--- config.mk ---
export PLATFORM = sky130hd
export DESIGN_NAME = camera_dvp_capture
export DESIGN_NICKNAME = d
export VERILOG_FILES = /design/src/rtl/cam_if_pkg.sv /design/src/rtl/cam_byte_assembler.sv /design/src/rtl/camera_dvp_capture.sv
export SDC_FILE = /design/constraint.sdc
export NUM_CORES = 1
export LEC_CHECK = 0
export BUFFER_PORTS_ARGS = -buffer_cell sky130_fd_sc_hd__buf_2
export CAP_MARGIN = 10
export CORE_MARGIN = 4
export CORE_UTILIZATION = 57
export CTS_CLUSTER_SIZE = 10
export DETAILED_ROUTE_END_ITERATION = 12
export PLACE_DENSITY_LB_ADDON = 0.1
export SYNTH_ARGS = -nofsm -noshare
export SYNTH_HDL_FRONTEND = slang
export SYNTH_SLANG_ARGS = --single-unit
--- constraint.sdc ---
create_clock -name i_clk_pixel -period 5.3 [get_ports i_clk_pixel]
set_clock_uncertainty 0.2 [all_clocks]
set_input_delay 0.53 -clock i_clk_pixel [delete_from_list [all_inputs] [get_ports i_clk_pixel]]
set_output_delay 0.53 -clock i_clk_pixel [all_outputs]
set_load 0.05 [all_outputs]
--- src/rtl/cam_if_pkg.sv ---
// cam_if_pkg: output-mode constants, output width rule and
// pixel formatting shared by the DVP capture path.
package cam_if_pkg;
  localparam int MODE_RGB565 = 0;
  localparam int MODE_RGB444 = 1;

  function automatic int out_w(input int mode);
    return (mode == MODE_RGB444) ? 12 : 16;
  endfunction

  // Pixel is {R5,G6,B5}; RGB444 keeps the top bits of each field.
  function automatic logic [15:0] rgb565_fmt(
    input logic [15:0] pix,
    input int          mode,
    input logic        rb_swap
  );
    logic [15:0] p;
    p = rb_swap ? {pix[4:0], pix[10:5], pix[15:11]} : pix;
    if (mode == MODE_RGB444)
      return {4'h0, p[15:12], p[10:7], p[4:1]};
    return p;
  endfunction

  function automatic logic in_win(
    input int unsigned v,
    input int unsigned lo,
    input int unsigned hi
  );
    return (v >= lo) && (v <= hi);
  endfunction
endpackage

--- src/rtl/cam_byte_assembler.sv ---
// cam_byte_assembler: pairs registered camera bytes into pixels and
// flags lines that end on an unpaired byte.
module cam_byte_assembler
  import cam_if_pkg::*;
#(
  parameter int DATA_W    = 8,
  parameter int BYTE_SWAP = 0
) (
  input  logic                i_clk,
  input  logic                i_rst,
  input  logic                i_clr,
  input  logic                i_hs,
  input  logic [DATA_W-1:0]   i_data,
  output logic                o_done,
  output logic [2*DATA_W-1:0] o_pix,
  output logic                o_err_odd
);
  logic              r_phase;
  logic [DATA_W-1:0] r_hi;
  logic [2*DATA_W-1:0] w_pix;
  logic              w_done;

  assign w_pix  = (BYTE_SWAP != 0) ? {i_data, r_hi} : {r_hi, i_data};
  assign w_done = i_hs & r_phase & ~i_clr;

  always_ff @(posedge i_clk or posedge i_rst) begin
    if (i_rst) begin
      r_phase   <= 1'b0;
      r_hi      <= '0;
      o_done    <= 1'b0;
      o_pix     <= '0;
      o_err_odd <= 1'b0;
    end else begin
      o_done    <= w_done;
      o_err_odd <= ~i_hs & r_phase & ~i_clr;
      if (w_done)
        o_pix <= w_pix;
      if (i_clr || !i_hs)
        r_phase <= 1'b0;
      else
        r_phase <= ~r_phase;
      if (i_hs && !r_phase)
        r_hi <= i_data;
    end
  end
endmodule

--- src/rtl/camera_dvp_capture.sv ---
// camera_dvp_capture: DVP pixel-clock front-end with frame sync, crop,
// frame decimation and RGB565/RGB444 output formatting.
module camera_dvp_capture
  import cam_if_pkg::*;
#(
  parameter int DATA_W     = 8,
  parameter int OUT_MODE   = 1,
  parameter int BYTE_SWAP  = 0,
  parameter int RB_SWAP    = 1,
  parameter int VSYNC_POL  = 1,
  parameter int CNT_W      = 12,
  parameter int CROP_X0    = 0,
  parameter int CROP_X1    = 4095,
  parameter int CROP_Y0    = 0,
  parameter int CROP_Y1    = 4095,
  parameter int FRAME_SKIP = 0,
  localparam int OUT_W     = out_w(OUT_MODE)
) (
  input  logic              i_clk_pixel,
  input  logic              i_rst,
  input  logic              i_camera_hsync,
  input  logic              i_camera_vsync,
  input  logic [DATA_W-1:0] i_camera_data,
  output logic              o_vde,
  output logic              o_vsync,
  output logic [OUT_W-1:0]  o_data,
  output logic              o_sof,
  output logic              o_eol,
  output logic [CNT_W-1:0]  o_x,
  output logic [CNT_W-1:0]  o_y,
  output logic              o_err_odd
);
  logic                r_hs, r_hs_d, r_vs1, r_vs2;
  logic [DATA_W-1:0]   r_data;
  logic [CNT_W-1:0]    r_x, r_y;
  logic                r_xwrap, r_armed, r_emit, r_drop, r_sof_pend;
  logic [15:0]         r_skip;
  logic                w_fs, w_fall, w_done, w_vde, w_lend;
  logic [2*DATA_W-1:0] w_pix;
  logic [OUT_W-1:0]    w_fmt;

  assign w_fs    = r_vs1 & ~r_vs2;
  assign w_fall  = r_hs_d & ~r_hs;
  assign o_vsync = r_vs2;
  // Line ends right after this pixel: hsync already low, or one odd byte left.
  assign w_lend  = ~r_hs | ~i_camera_hsync;
  assign w_fmt   = OUT_W'(rgb565_fmt(16'(w_pix), OUT_MODE, RB_SWAP != 0));
  assign w_vde   = w_done & r_armed & r_emit & ~r_drop & ~r_xwrap
                 & in_win(32'(r_x), CROP_X0, CROP_X1)
                 & in_win(32'(r_y), CROP_Y0, CROP_Y1);

  cam_byte_assembler #(
    .DATA_W    (DATA_W),
    .BYTE_SWAP (BYTE_SWAP)
  ) u_asm (
    .i_clk     (i_clk_pixel),
    .i_rst     (i_rst),
    .i_clr     (w_fs),
    .i_hs      (r_hs),
    .i_data    (r_data),
    .o_done    (w_done),
    .o_pix     (w_pix),
    .o_err_odd (o_err_odd)
  );

  always_ff @(posedge i_clk_pixel or posedge i_rst) begin
    if (i_rst) begin
      r_hs   <= 1'b0;
      r_hs_d <= 1'b0;
      r_data <= '0;
      r_vs1  <= 1'b0;
      r_vs2  <= 1'b0;
    end else begin
      r_hs   <= i_camera_hsync;
      r_hs_d <= r_hs;
      r_data <= i_camera_data;
      r_vs1  <= (i_camera_vsync == 1'(VSYNC_POL));
      r_vs2  <= r_vs1;
    end
  end

  always_ff @(posedge i_clk_pixel or posedge i_rst) begin
    if (i_rst) begin
      r_x     <= '0;
      r_y     <= '0;
      r_xwrap <= 1'b0;
    end else if (w_fs) begin
      r_x     <= '0;
      r_y     <= '0;
      r_xwrap <= 1'b0;
    end else if (w_fall) begin
      r_x     <= '0;
      r_xwrap <= 1'b0;
      if (r_y != '1)
        r_y <= r_y + 1'b1;
    end else if (w_done) begin
      r_x <= r_x + 1'b1;
      if (r_x == '1)
        r_xwrap <= 1'b1;
    end
  end

  // Frame start owns the frame: arm, pick emit/skip, drop a live line.
  always_ff @(posedge i_clk_pixel or posedge i_rst) begin
    if (i_rst) begin
      r_armed    <= 1'b0;
      r_emit     <= 1'b0;
      r_skip     <= '0;
      r_drop     <= 1'b0;
      r_sof_pend <= 1'b0;
    end else if (w_fs) begin
      r_armed    <= 1'b1;
      r_emit     <= (r_skip == '0);
      r_skip     <= (r_skip == 16'(FRAME_SKIP)) ? '0 : r_skip + 1'b1;
      r_drop     <= r_hs;
      r_sof_pend <= 1'b1;
    end else begin
      if (!r_hs)
        r_drop <= 1'b0;
      if (w_vde)
        r_sof_pend <= 1'b0;
    end
  end

  always_ff @(posedge i_clk_pixel or posedge i_rst) begin
    if (i_rst) begin
      o_vde  <= 1'b0;
      o_data <= '0;
      o_sof  <= 1'b0;
      o_eol  <= 1'b0;
      o_x    <= '0;
      o_y    <= '0;
    end else begin
      o_vde  <= w_vde;
      o_data <= w_vde ? w_fmt : '0;
      o_sof  <= w_vde & r_sof_pend;
      o_eol  <= w_vde & ((32'(r_x) == CROP_X1) | w_lend);
      o_x    <= w_vde ? r_x : '0;
      o_y    <= w_vde ? r_y : '0;
    end
  end
endmodule
# == Word-level counts from Yosys, hierarchy flattened ==
# Cells that the tools add are included.
# op_classes
addsub,3
n_eq_ne,3
muxes,19
bitwise,21
n_reduce_logical,12
# op_table
cell,n
12-bit two-way mux,9
"12-bit by 1-bit adder with 12-bit output, second input constant",2
"16-bit by 1-bit adder with 16-bit output, second input constant",1
16-bit logical NOT,1
16-bit two-way mux,1
1-bit bitwise AND,12
"12-bit equality test, second input constant",1
"12-bit inequality test, second input constant",1
1-bit two-way mux,9
1-bit inverter,7
2-bit nonzero test,3
3-bit nonzero test,2
2-bit AND reduction,2
1-bit logical NOT,2
"2-bit by 1-bit inequality test with 1-bit output, second input constant",1
1-bit bitwise OR,2
1-bit logical AND,1
1-bit logical OR,1
# word_totals
reg_bits,123
out_inout_bits,41

# == Depth between registers and ports, before layout ==
# Gate-level depths: netlist of run 1.
# depth
word_depth,6
mapped_depth,6
mapped_depth_nobuf,6

# == Hierarchy ==
# A second synthesis of run 1 with hierarchy kept.
# unflattened
hier_cells,372
area_unflattened_um2,4748.3
# by_module_without_submodules
module,n_inst,cells_per_inst,area_per_inst_um2
camera_dvp_capture,1,313,3742.3
cam_byte_assembler,1,59,1006.0

# == Least setup slack after synthesis of run 1 ==
# OpenSTA, ideal clock, no wires.
# synth_timing
path_type,register to register
startpoint,"register r_vs2, in the netlist o_vsync"
endpoint,register u_asm.o_pix[10]
setup_ps,125
arrival_ps,1630
required_ps,4975
path_slack_ps,3345
stages_incl_launch_ff,6
path_buffers,2
path_cell_list,dfrtp_1 -> nand2b_1 -> buf_2 -> nand3_1 -> buf_2 -> mux2_2
# synth_via
elab_chain_cells,4
# synth_lines
item,line,text
from (decl),camera_dvp_capture.sv:33,"logic r_hs, r_hs_d, r_vs1, r_vs2;"
from (signal assigned),camera_dvp_capture.sv:78,r_vs2 <= r_vs1;
1-bit inverter,camera_dvp_capture.sv:42,assign w_fs = r_vs1 & ~r_vs2;
1-bit bitwise AND,camera_dvp_capture.sv:42,
1-bit inverter,cam_byte_assembler.sv:24,assign w_done = i_hs & r_phase & ~i_clr;
1-bit bitwise AND,cam_byte_assembler.sv:24,
to (signal assigned),cam_byte_assembler.sv:37,o_pix <= w_pix;
to (decl),cam_byte_assembler.sv:15,"output logic [2*DATA_W-1:0] o_pix,"
# Every way passes these cells.
# A chain may end at the register's enable or synchronous reset.

# == Final worst setup path of run 1 ==
# layout_timing
startpoint,"register r_vs2, in the netlist o_vsync"
endpoint,register u_asm.o_pix[4]
# The elaborated chain is that of the path after synthesis.

==> flow_metrics.env, run 1 <==
export IMPL_critical_path_max_fanout=18
export IMPL_area_growth_pct=21.8
export IMPL_n_antenna_cell=0
export IMPL_drive_above_1_share_pct=26.4
export IMPL_outcome="finished clean"
export IMPL_start_kind="flip-flop"
export IMPL_maxCapViolCount=0
export IMPL_avgSynthCellArea_sq_um=12.7
export IMPL_worstSetupPathType="flip-flop to flip-flop"
export IMPL_syn_area_sq_mm=0.00459
export IMPL_io_buffer_count=52
export IMPL_fillers=548
export IMPL_syn_inst=362
export IMPL_ys_seq_area_share_pct=64.3
export IMPL_overflow=0
export IMPL_yosysWarnings=0
export IMPL_clkTransAtPathRegs_ns=0.06
export IMPL_drcViolationCount=0
export IMPL_place_ws_ns=3.02
export IMPL_worst_setup_path_end_kind="flip-flop"
export IMPL_dpl_hpwl_um=4940
export IMPL_period_minus_slack_ns=2.30
export IMPL_numPlacedInstances=504
export IMPL_avgRoutedWirePerCell_um=14.6
export IMPL_hold_class="primary input to async pin"
export IMPL_worstMarginPinSlew_ns=0.998
export IMPL_place_area_sq_mm=0.00492
export IMPL_fin_ws_ns=3.00
export IMPL_cts_buffers=17
export IMPL_hold_viol=0
export IMPL_tns_ns=0
export IMPL_num_rows=32
export IMPL_dieArea_sq_mm=0.00956
export IMPL_clock_path_buffers=2
export IMPL_fin_area_sq_mm=0.00559
export IMPL_synth_area_leaders="dfrtp_1, and2_1, mux2_2"
export IMPL_syn_num_nets=378
export IMPL_relSlewSlack_pct=33.5
export IMPL_vias_per_cell=5.34
export IMPL_power_density_mw_per_mm2=387
export IMPL_layoutNonFillerInstCount=546
export IMPL_grt_setup_unrepaired="no"
export IMPL_ant_nets=0
export IMPL_clk_latency_ns=0.51
export IMPL_synth_top_cells_by_count="dfrtp_1, and2_1, mux2_2, nand2_1, nand3_1"
export IMPL_drt_pre_antenna_iters=4
export IMPL_synth_flop_cell="dfrtp_1"
export IMPL_ys_async_sr_fraction_pct=100
export IMPL_drt_wl_total_um=7990
export IMPL_cp_arrival_ns=2.49
export IMPL_ys_seq_elements=118
export IMPL_post_route_util_pct=72.0
export IMPL_max_freq_mhz=434
export IMPL_synth_edf_count=0
export IMPL_routed_via_count=2913
export IMPL_leakagePower_nw=2.71
export IMPL_die_w_um=97.8
export IMPL_cts_resized=0
export IMPL_yosysTopAreaCell="dfrtp_1"
export IMPL_yosysUniqueCellTypes=48
export IMPL_peakVddDrop_mv=0.288
export IMPL_synthMostInstantiatedCell="dfrtp_1"
export IMPL_core_area_sq_mm=0.00777
export IMPL_cts_setup_buffers=0
export IMPL_grt_max_degree=85
export IMPL_worstPathRequired_ns=5.49
export IMPL_antenna_found_initial=0
export IMPL_post_synth_top_area_fraction_pct=64.3
export IMPL_cts_tree="yes"
export IMPL_holdWs_ns=0.0704
export IMPL_gp_congestion=0.765
export IMPL_cts_htree_levels=4
export IMPL_grt_pass1_wl_um=14100
export IMPL_die_h_um=97.8
export IMPL_finalMaxSlewViolations=0
export IMPL_first_iter_violations=109
export IMPL_cts_root_buf="clkbuf_8"
export IMPL_nets=447
export IMPL_ios=53
export IMPL_setup_viol=0
export IMPL_fin_total_pwr_mw=2.17
export IMPL_period_share_pct=43.4
export IMPL_grt_pass1_vias=2978
export IMPL_initial_core_util_pct=59.1
export IMPL_cts_sinks=118
export IMPL_track_usage_pct=18.4
[per-layer routing]
metal,vias to the layer above,wire [um],track usage [%]
met5,-,0,0
met4,0,117,7.45
met3,9,372,6.14
met2,60,3900,28.5
met1,1437,3600,24.2
li1,1407,-,-
[sequential cells by signal, indices dropped and copies added, names as in the netlist, 7 cells and up]
name and count:
r_skip 16, o_data 12, o_x 12, o_y 12, r_x 12, r_y 12, u_asm.o_pix 12, r_data 8
u_asm.r_hi 7
[cell type report]
cell class,instances,area [sq um],share of cell area [%]
multi-input combinational,223,1530,27.4
tap,102,128,2.28
sequential,118,2950,52.8
timing repair buffer,65,383,6.85
clock inverter,12,118,2.10
clock buffer,20,455,8.15
inverter,6,25.0,0.448
[placed cells by master (no fill, tap or decap), drive strengths merged, types with 4 or more instances in the layout]
| cell | netlist | final |
|---|---|---|
| dfrtp | 118 | 118 |
| buf | 7 | 55 |
| and2 | 37 | 37 |
| clkbuf | 8 | 20 |
| mux2 | 19 | 19 |
| nand2 | 19 | 19 |
| nand3 | 18 | 18 |
| nor2 | 15 | 15 |
| xnor2 | 14 | 14 |
| nand4 | 12 | 12 |
| o21ai | 12 | 12 |
| dlygate4sd3 | 0 | 10 |
| inv | 6 | 9 |
| xor2 | 7 | 7 |
| a21oi | 7 | 7 |
| nor4 | 7 | 7 |
| nor3 | 5 | 5 |
| or3 | 5 | 5 |
| o31ai | 4 | 4 |
| or4 | 4 | 4 |
| ha | 4 | 4 |
| clkinvlp | 0 | 4 |
| and3 | 4 | 4 |
| clkinv | 0 | 4 |
[repair_timing]
| item | 4_1_cts | 5_1_grt |
|---|---|---|
| hold buffers | 10 | 0 |
| setup endpoints to repair | 0 | 0 |
| hold endpoints to repair | 10 | 0 |
[worst paths after layout]
path,start,to,slack [ns],cells after the start
setup reg to reg,o_vsync,u_asm.o_pix[4],3.00,3
min in group i_clk_pixel,r_vs1,o_vsync,0.23,0
hold reg to reg,r_vs1,o_vsync,0.23,0
max in group asynchronous,i_rst,u_asm.r_hi[5],3.86,3
setup / recovery,o_vsync,u_asm.o_pix[4],3.00,3
hold / removal,i_rst,o_x[1],0.07,2
[logic make-up after synthesis]
logic type | after synthesis | synth area share [%]
DFF | 118 | 64.3
xor gates and xnor gates | 21 | 4.01
AOI/OAI and AO/OA | 35 | 4.80
and+or+nand+nor | 143 | 18.4
buffers and inverters | 21 | 2.48
adders and majority gates | 4 | 1.09
muxes | 20 | 4.88
[worst max-delay path, stage by stage (launching register included)]
cell and delay (ns):
dfrtp_1 0.36, nand2b_1 0.56, nand3_1 0.60, mux2_2 0.46
[where the power goes]
group          internal [mW]  switching [mW]
Sequential             0.952          0.0261
Clock                  0.663           0.412
Combinational         0.0494          0.0640
No activity file was read; power rests on OpenSTA's default activity.
==> inputs of run 2 (changes only) <==
--- a/config.mk
+++ b/config.mk
@@ -8,7 +8,7 @@
 export BUFFER_PORTS_ARGS = -buffer_cell sky130_fd_sc_hd__buf_2
 export CAP_MARGIN = 10
 export CORE_MARGIN = 4
-export CORE_UTILIZATION = 57
+export CORE_UTILIZATION = 52
 export CTS_CLUSTER_SIZE = 10
 export DETAILED_ROUTE_END_ITERATION = 12
 export PLACE_DENSITY_LB_ADDON = 0.1
==> constraint.sdc (replaced) <==
create_clock -name i_clk_pixel -period 2.1 [get_ports i_clk_pixel]
set_clock_uncertainty 0.2 [all_clocks]
set_input_delay 0.21 -clock i_clk_pixel [delete_from_list [all_inputs] [get_ports i_clk_pixel]]
set_output_delay 0.21 -clock i_clk_pixel [all_outputs]
set_load 0.05 [all_outputs]
==> run 2 against run 1 <==
  * Critical path depth up 2
  * Final cell count grew 3.1%
  * Worst hold slack improved by 0.012 ns
  * Register-to-register slack worse by 2.9 ns
  * Sequential cell count stayed put
  * Global-route usage fell by 0.42 points
  * Combinational power rose to 2.7 times the previous value
  * Routed wire length increased by 2.7%
  * Worst setup slack worse by 2.9 ns
  * Maximum frequency grew 17%
  * Cell area is 1.4% higher
  * Critical endpoint is now r_y[6]
  * Largest power group unchanged
==> flow_metrics.env, run 2 (synthesized netlist as in run 1, its figures left out) <==
export IMPL_cts_resized=0
export IMPL_n_antenna_cell=0
export IMPL_peakVddDrop_mv=0.658
export IMPL_power_density_mw_per_mm2=950
export IMPL_antenna_found_initial=0
export IMPL_clk_latency_ns=0.51
export IMPL_regToRegSetupSlack_ns=0.14
export IMPL_core_area_sq_mm=0.00864
export IMPL_tns_ns=0
export IMPL_drt_wl_total_um=8210
export IMPL_die_h_um=102
export IMPL_vias_per_cell=5.25
export IMPL_worstPathRequired_ns=2.33
export IMPL_relSlewSlack_pct=66.4
export IMPL_critPathBufInv=0
export IMPL_cts_htree_levels=4
export IMPL_routed_via_count=2953
export IMPL_outcome="finished clean"
export IMPL_period_share_pct=93.5
export IMPL_leakagePower_nw=2.75
export IMPL_drt_pre_antenna_iters=4
export IMPL_avgRoutedWirePerCell_um=14.6
export IMPL_overflow=0
export IMPL_cts_root_buf="clkbuf_8"
export IMPL_critPathSlowestCell="or4_1"
export IMPL_cts_buffers=17
export IMPL_dieArea_sq_mm=0.0104
export IMPL_critical_path_max_fanout=5
export IMPL_cts_setup_buffers=0
export IMPL_drive_above_1_share_pct=27.7
export IMPL_ant_nets=0
export IMPL_grt_setup_unrepaired="no"
export IMPL_die_w_um=102
export IMPL_fin_total_pwr_mw=5.39
export IMPL_clkTransAtPathRegs_ns=0.06
export IMPL_nets=458
export IMPL_start_kind="flip-flop"
export IMPL_maxCapViolCount=0
export IMPL_top_register="r_skip"
export IMPL_finalMaxSlewViolations=0
export IMPL_first_iter_violations=139
export IMPL_mostFrequentLayoutCells="dfrtp_1, buf_2, and2_1"
export IMPL_initial_core_util_pct=53.2
export IMPL_track_usage_pct=18.0
export IMPL_worstSetupPathType="flip-flop to flip-flop"
export IMPL_period_minus_slack_ns=1.96
export IMPL_cp_arrival_ns=2.20
export IMPL_cts_sinks=118
export IMPL_setup_viol=0
export IMPL_grt_pass1_vias=3058
export IMPL_dpl_hpwl_um=5240
export IMPL_area_growth_pct=23.5
export IMPL_post_route_util_pct=65.7
export IMPL_max_freq_mhz=510
export IMPL_cts_hold_buf=11
export IMPL_drcViolationCount=0
export IMPL_ios=53
export IMPL_worst_setup_path_end_kind="flip-flop"
export IMPL_largest_register_ffs=16
export IMPL_fin_ws_ns=0.137
export IMPL_io_buffer_count=52
export IMPL_hold_viol=0
export IMPL_hold_class="primary input to async pin"
export IMPL_worstMarginPinSlew_ns=0.502
export IMPL_holdWs_ns=0.0819
export IMPL_cpPeakStageDelay_ns=0.47
export IMPL_cts_tree="yes"
export IMPL_clock_path_buffers=2
export IMPL_grt_pass1_wl_um=14300
export IMPL_crit_chain="ha_1, nand3_4, or2_4, or4_1, a21oi_1"
export IMPL_place_ws_ns=0.150
export IMPL_final_common_cell="dfrtp_1"
export IMPL_grt_max_degree=47
export IMPL_fillers=667
export IMPL_critPathTopFamily="simple AND/OR/NAND/NOR gates"
export IMPL_gp_congestion=0.838
export IMPL_num_rows=34
-- run 2: cell types whose count changed in the layout (fill, tap and decap cells not counted) --
cell | previous run | this run
buf_4 | 3 | 12
inv_4 | 1 | 0
clkinv_4 | 3 | 5
clkbuf_1 | 0 | 1
dlygate4sd3_1 | 10 | 11
inv_6 | 3 | 2
buf_12 | 0 | 1
clkinv_2 | 1 | 3
clkbuf_8 | 4 | 1
-- run 2: path summary, 6_finish.rpt --
check / from / end / depth (start not counted)
worst max-delay path: r_y[1] / r_y[6] / 5
worst max register to register: r_y[1] / r_y[6] / 5
worst min-delay path: i_rst / r_x[0] / 3
max in group asynchronous: i_rst / u_asm.r_hi[4] / 4
worst min register to register: r_vs1 / o_vsync / 0
min in group i_clk_pixel: i_camera_data[0] / r_data[0] / 2
-- run 2: through the flow --
step / cell area [sq um] / instances
after floorplan: 4600 / 362
after global placement: 5010 / 520
after detailed placement: 5010 / 520
after CTS: 5670 / 563
after global routing: 5670 / 563
final: 5670 / 563
-- run 2: tightest hold or removal path: cells and delay by family --
| kind | cells | cell delay [ns] |
|---|---|---|
| buf+inv | 3 | 1.00 |
-- run 2: report_power, final --
group          leakage [nW]  internal, mW  switching, mW
sequential             1.56          2.40         0.0645
combinational         0.930         0.136          0.166
clock                 0.261          1.57           1.04
total                  2.75          4.11           1.28
-- run 2: routing by layer --
metal  part of all wire (%)  wire length (um)  vias up  track usage [%]
met2                     50              4090       73             28.8
met5                      0                 0        -                0
met3                    5.0               407       11             4.91
met4                    1.3               103        0             8.27
met1                     44              3610     1455             22.9
li1                       -                 -     1414                -
-- run 2: final cells by class --
type,instances,area [sq um],area share (%)
sequential,118,2950,52.1
timing repair buffer,76,480,8.47
clock inverter,14,129,2.27
multi-input combinational,223,1530,27.0
clock buffer,18,418,7.37
tap,108,135,2.38
inverter,6,26.3,0.463
==> inputs of run 3 (changes only) <==
--- a/config.mk
+++ b/config.mk
@@ -7,6 +7,7 @@
 export LEC_CHECK = 0
 export BUFFER_PORTS_ARGS = -buffer_cell sky130_fd_sc_hd__buf_2
 export CAP_MARGIN = 10
+export CORE_ASPECT_RATIO = 1.4
 export CORE_MARGIN = 4
 export CORE_UTILIZATION = 52
 export CTS_CLUSTER_SIZE = 10
==> run 3 against run 2 <==
  * Cell area grew 0.31%
  * Via count decreased by 0.64%
  * Total power rose by 3.6%
  * Register-to-register slack improved by 0.03 ns
  * Critical path depth did not move
  * Clock power is 7.6% higher
  * Routed wire length shrank 0.76%
  * Die area increased by 0.21%
  * First-iteration DRC count is 22% lower
  * Critical path type unchanged
  * Largest power group unchanged
==> flow_metrics.env, run 3 (synthesized netlist as in run 1, its figures left out) <==
export IMPL_clock_path_buffers=2
export IMPL_regToRegSetupSlack_ns=0.17
export IMPL_io_buffer_count=52
export IMPL_cts_sinks=118
export IMPL_drcViolationCount=0
export IMPL_peakVddDrop_mv=0.667
export IMPL_tns_ns=0
export IMPL_cts_tree="yes"
export IMPL_finalMaxSlewViolations=0
export IMPL_initial_core_util_pct=53.3
export IMPL_clkTransAtPathRegs_ns=0.05
export IMPL_r2r_end="r_y[6]"
export IMPL_top_register="r_skip"
export IMPL_max_freq_mhz=517
export IMPL_maxCapViolCount=0
export IMPL_num_rows=40
export IMPL_grt_max_degree=38
export IMPL_regArea_sq_mm=0.00295
export IMPL_critical_path_max_fanout=5
export IMPL_worstPathRequired_ns=2.23
export IMPL_gp_congestion=0.882
export IMPL_hold_class="primary input to async pin"
export IMPL_dpl_hpwl_um=5350
export IMPL_power_density_mw_per_mm2=981
export IMPL_clk_latency_ns=0.40
export IMPL_mostFrequentLayoutCells="dfrtp_1, buf_2, and2_1"
export IMPL_core_area_sq_mm=0.00861
export IMPL_hold_viol=0
export IMPL_multi_input_area_sq_mm=0.00153
export IMPL_cts_htree_levels=4
export IMPL_vias_per_cell=5.25
export IMPL_ant_nets=0
export IMPL_cts_root_buf="clkbuf_16"
export IMPL_final_common_cell="dfrtp_1"
export IMPL_leakagePower_nw=2.77
export IMPL_setup_viol=0
export IMPL_cts_buffers=17
export IMPL_outcome="finished clean"
export IMPL_avgRoutedWirePerCell_um=14.6
export IMPL_cts_hold_buf=11
export IMPL_n_antenna_cell=0
export IMPL_rr_worst_depth=5
export IMPL_worst_setup_path_end_kind="flip-flop"
export IMPL_cts_setup_buffers=0
export IMPL_cp_arrival_ns=2.06
export IMPL_grt_setup_unrepaired="no"
export IMPL_first_iter_violations=109
export IMPL_routed_via_count=2934
export IMPL_ios=53
export IMPL_dieArea_sq_mm=0.0104
export IMPL_worstSetupPathType="flip-flop to flip-flop"
export IMPL_antenna_found_initial=0
export IMPL_nets=458
export IMPL_numPlacedInstances=517
export IMPL_grt_pass1_vias=3064
export IMPL_fillers=659
export IMPL_largest_register_ffs=16
export IMPL_area_growth_pct=23.9
export IMPL_cts_resized=0
export IMPL_drive_above_1_share_pct=27.1
export IMPL_drt_wl_total_um=8150
export IMPL_grt_pass1_wl_um=14400
export IMPL_period_minus_slack_ns=1.93
export IMPL_start_kind="flip-flop"
export IMPL_r2r_start="r_y[1]"
export IMPL_die_w_um=87.4
export IMPL_layoutNonFillerInstCount=559
export IMPL_worstMarginPinSlew_ns=0.444
export IMPL_relSlewSlack_pct=70.4
export IMPL_track_usage_pct=17.9
export IMPL_period_share_pct=92.1
export IMPL_drt_pre_antenna_iters=4
export IMPL_die_h_um=119
export IMPL_overflow=0
[run 3: cell type report]
cell class	instances	area share, %
clock buffers	21	7.92
clock inverters	10	2.29
inverters	6	0.462
multi-input cells	223	26.9
flip-flops and latches	118	51.9
well taps	105	2.31
repair buffers	76	8.23
[run 3: stage by stage]
step / power [mW] / hold slack (ns) / cell area [sq um] / setup WS (ns) / util, %
2_1_floorplan: 2.71 / 0.0414 / 4600 / 0.145 / -
3_3_place_gp: 2.78 / -0.0735 / 5000 / 0.199 / 58.1
3_5_place_dp: 2.79 / -0.0630 / 5000 / 0.175 / 58.1
4_1_cts: 5.65 / 0.0558 / 5690 / 0.165 / 66.1
5_1_grt: 5.82 / 0.0771 / 5690 / 0.0767 / 66.1
6_report: 5.58 / 0.0690 / 5690 / 0.166 / 66.1
[run 3: critical path, cell delays in order (launching register included)]
cell,delay (ns)
dfrtp_1,0.40
ha_1,0.24
nand3_4,0.12
or2_4,0.29
or4_1,0.46
a21oi_1,0.16
[run 3: power by group]
| group | switching, mW | leakage [nW] | total (mW) | internal, mW |
|---|---|---|---|---|
| clock | 0.942 | 0.282 | 2.82 | 1.87 |
| sequential | 0.0607 | 1.56 | 2.47 | 2.40 |
| combinational | 0.165 | 0.925 | 0.299 | 0.133 |
| total | 1.17 | 2.77 | 5.58 | 4.41 |
[run 3: worst max-delay path by stage]
stage / slack [ns] / startpoint / cells after the start / to
floorplan: 0.14 / o_vsync / 5 / u_asm.o_pix[10]
global placement: 0.20 / r_y[0] / 5 / r_y[6]
detailed placement: 0.17 / r_y[1] / 5 / r_y[6]
CTS: 0.17 / r_y[1] / 5 / r_y[6]
global route: 0.08 / r_y[1] / 5 / r_y[6]
finish: 0.17 / r_y[1] / 5 / r_y[6]
[run 3: per-layer routing]
| layer | vias to the layer above | global-route usage [%] | routed length (um) |
|---|---|---|---|
| li1 | 1414 | - | - |
| met4 | 0 | 7.77 | 143 |
| met2 | 51 | 28.7 | 4120 |
| met3 | 15 | 5.67 | 325 |
| met1 | 1454 | 21.9 | 3550 |
| met5 | - | 0 | 0 |
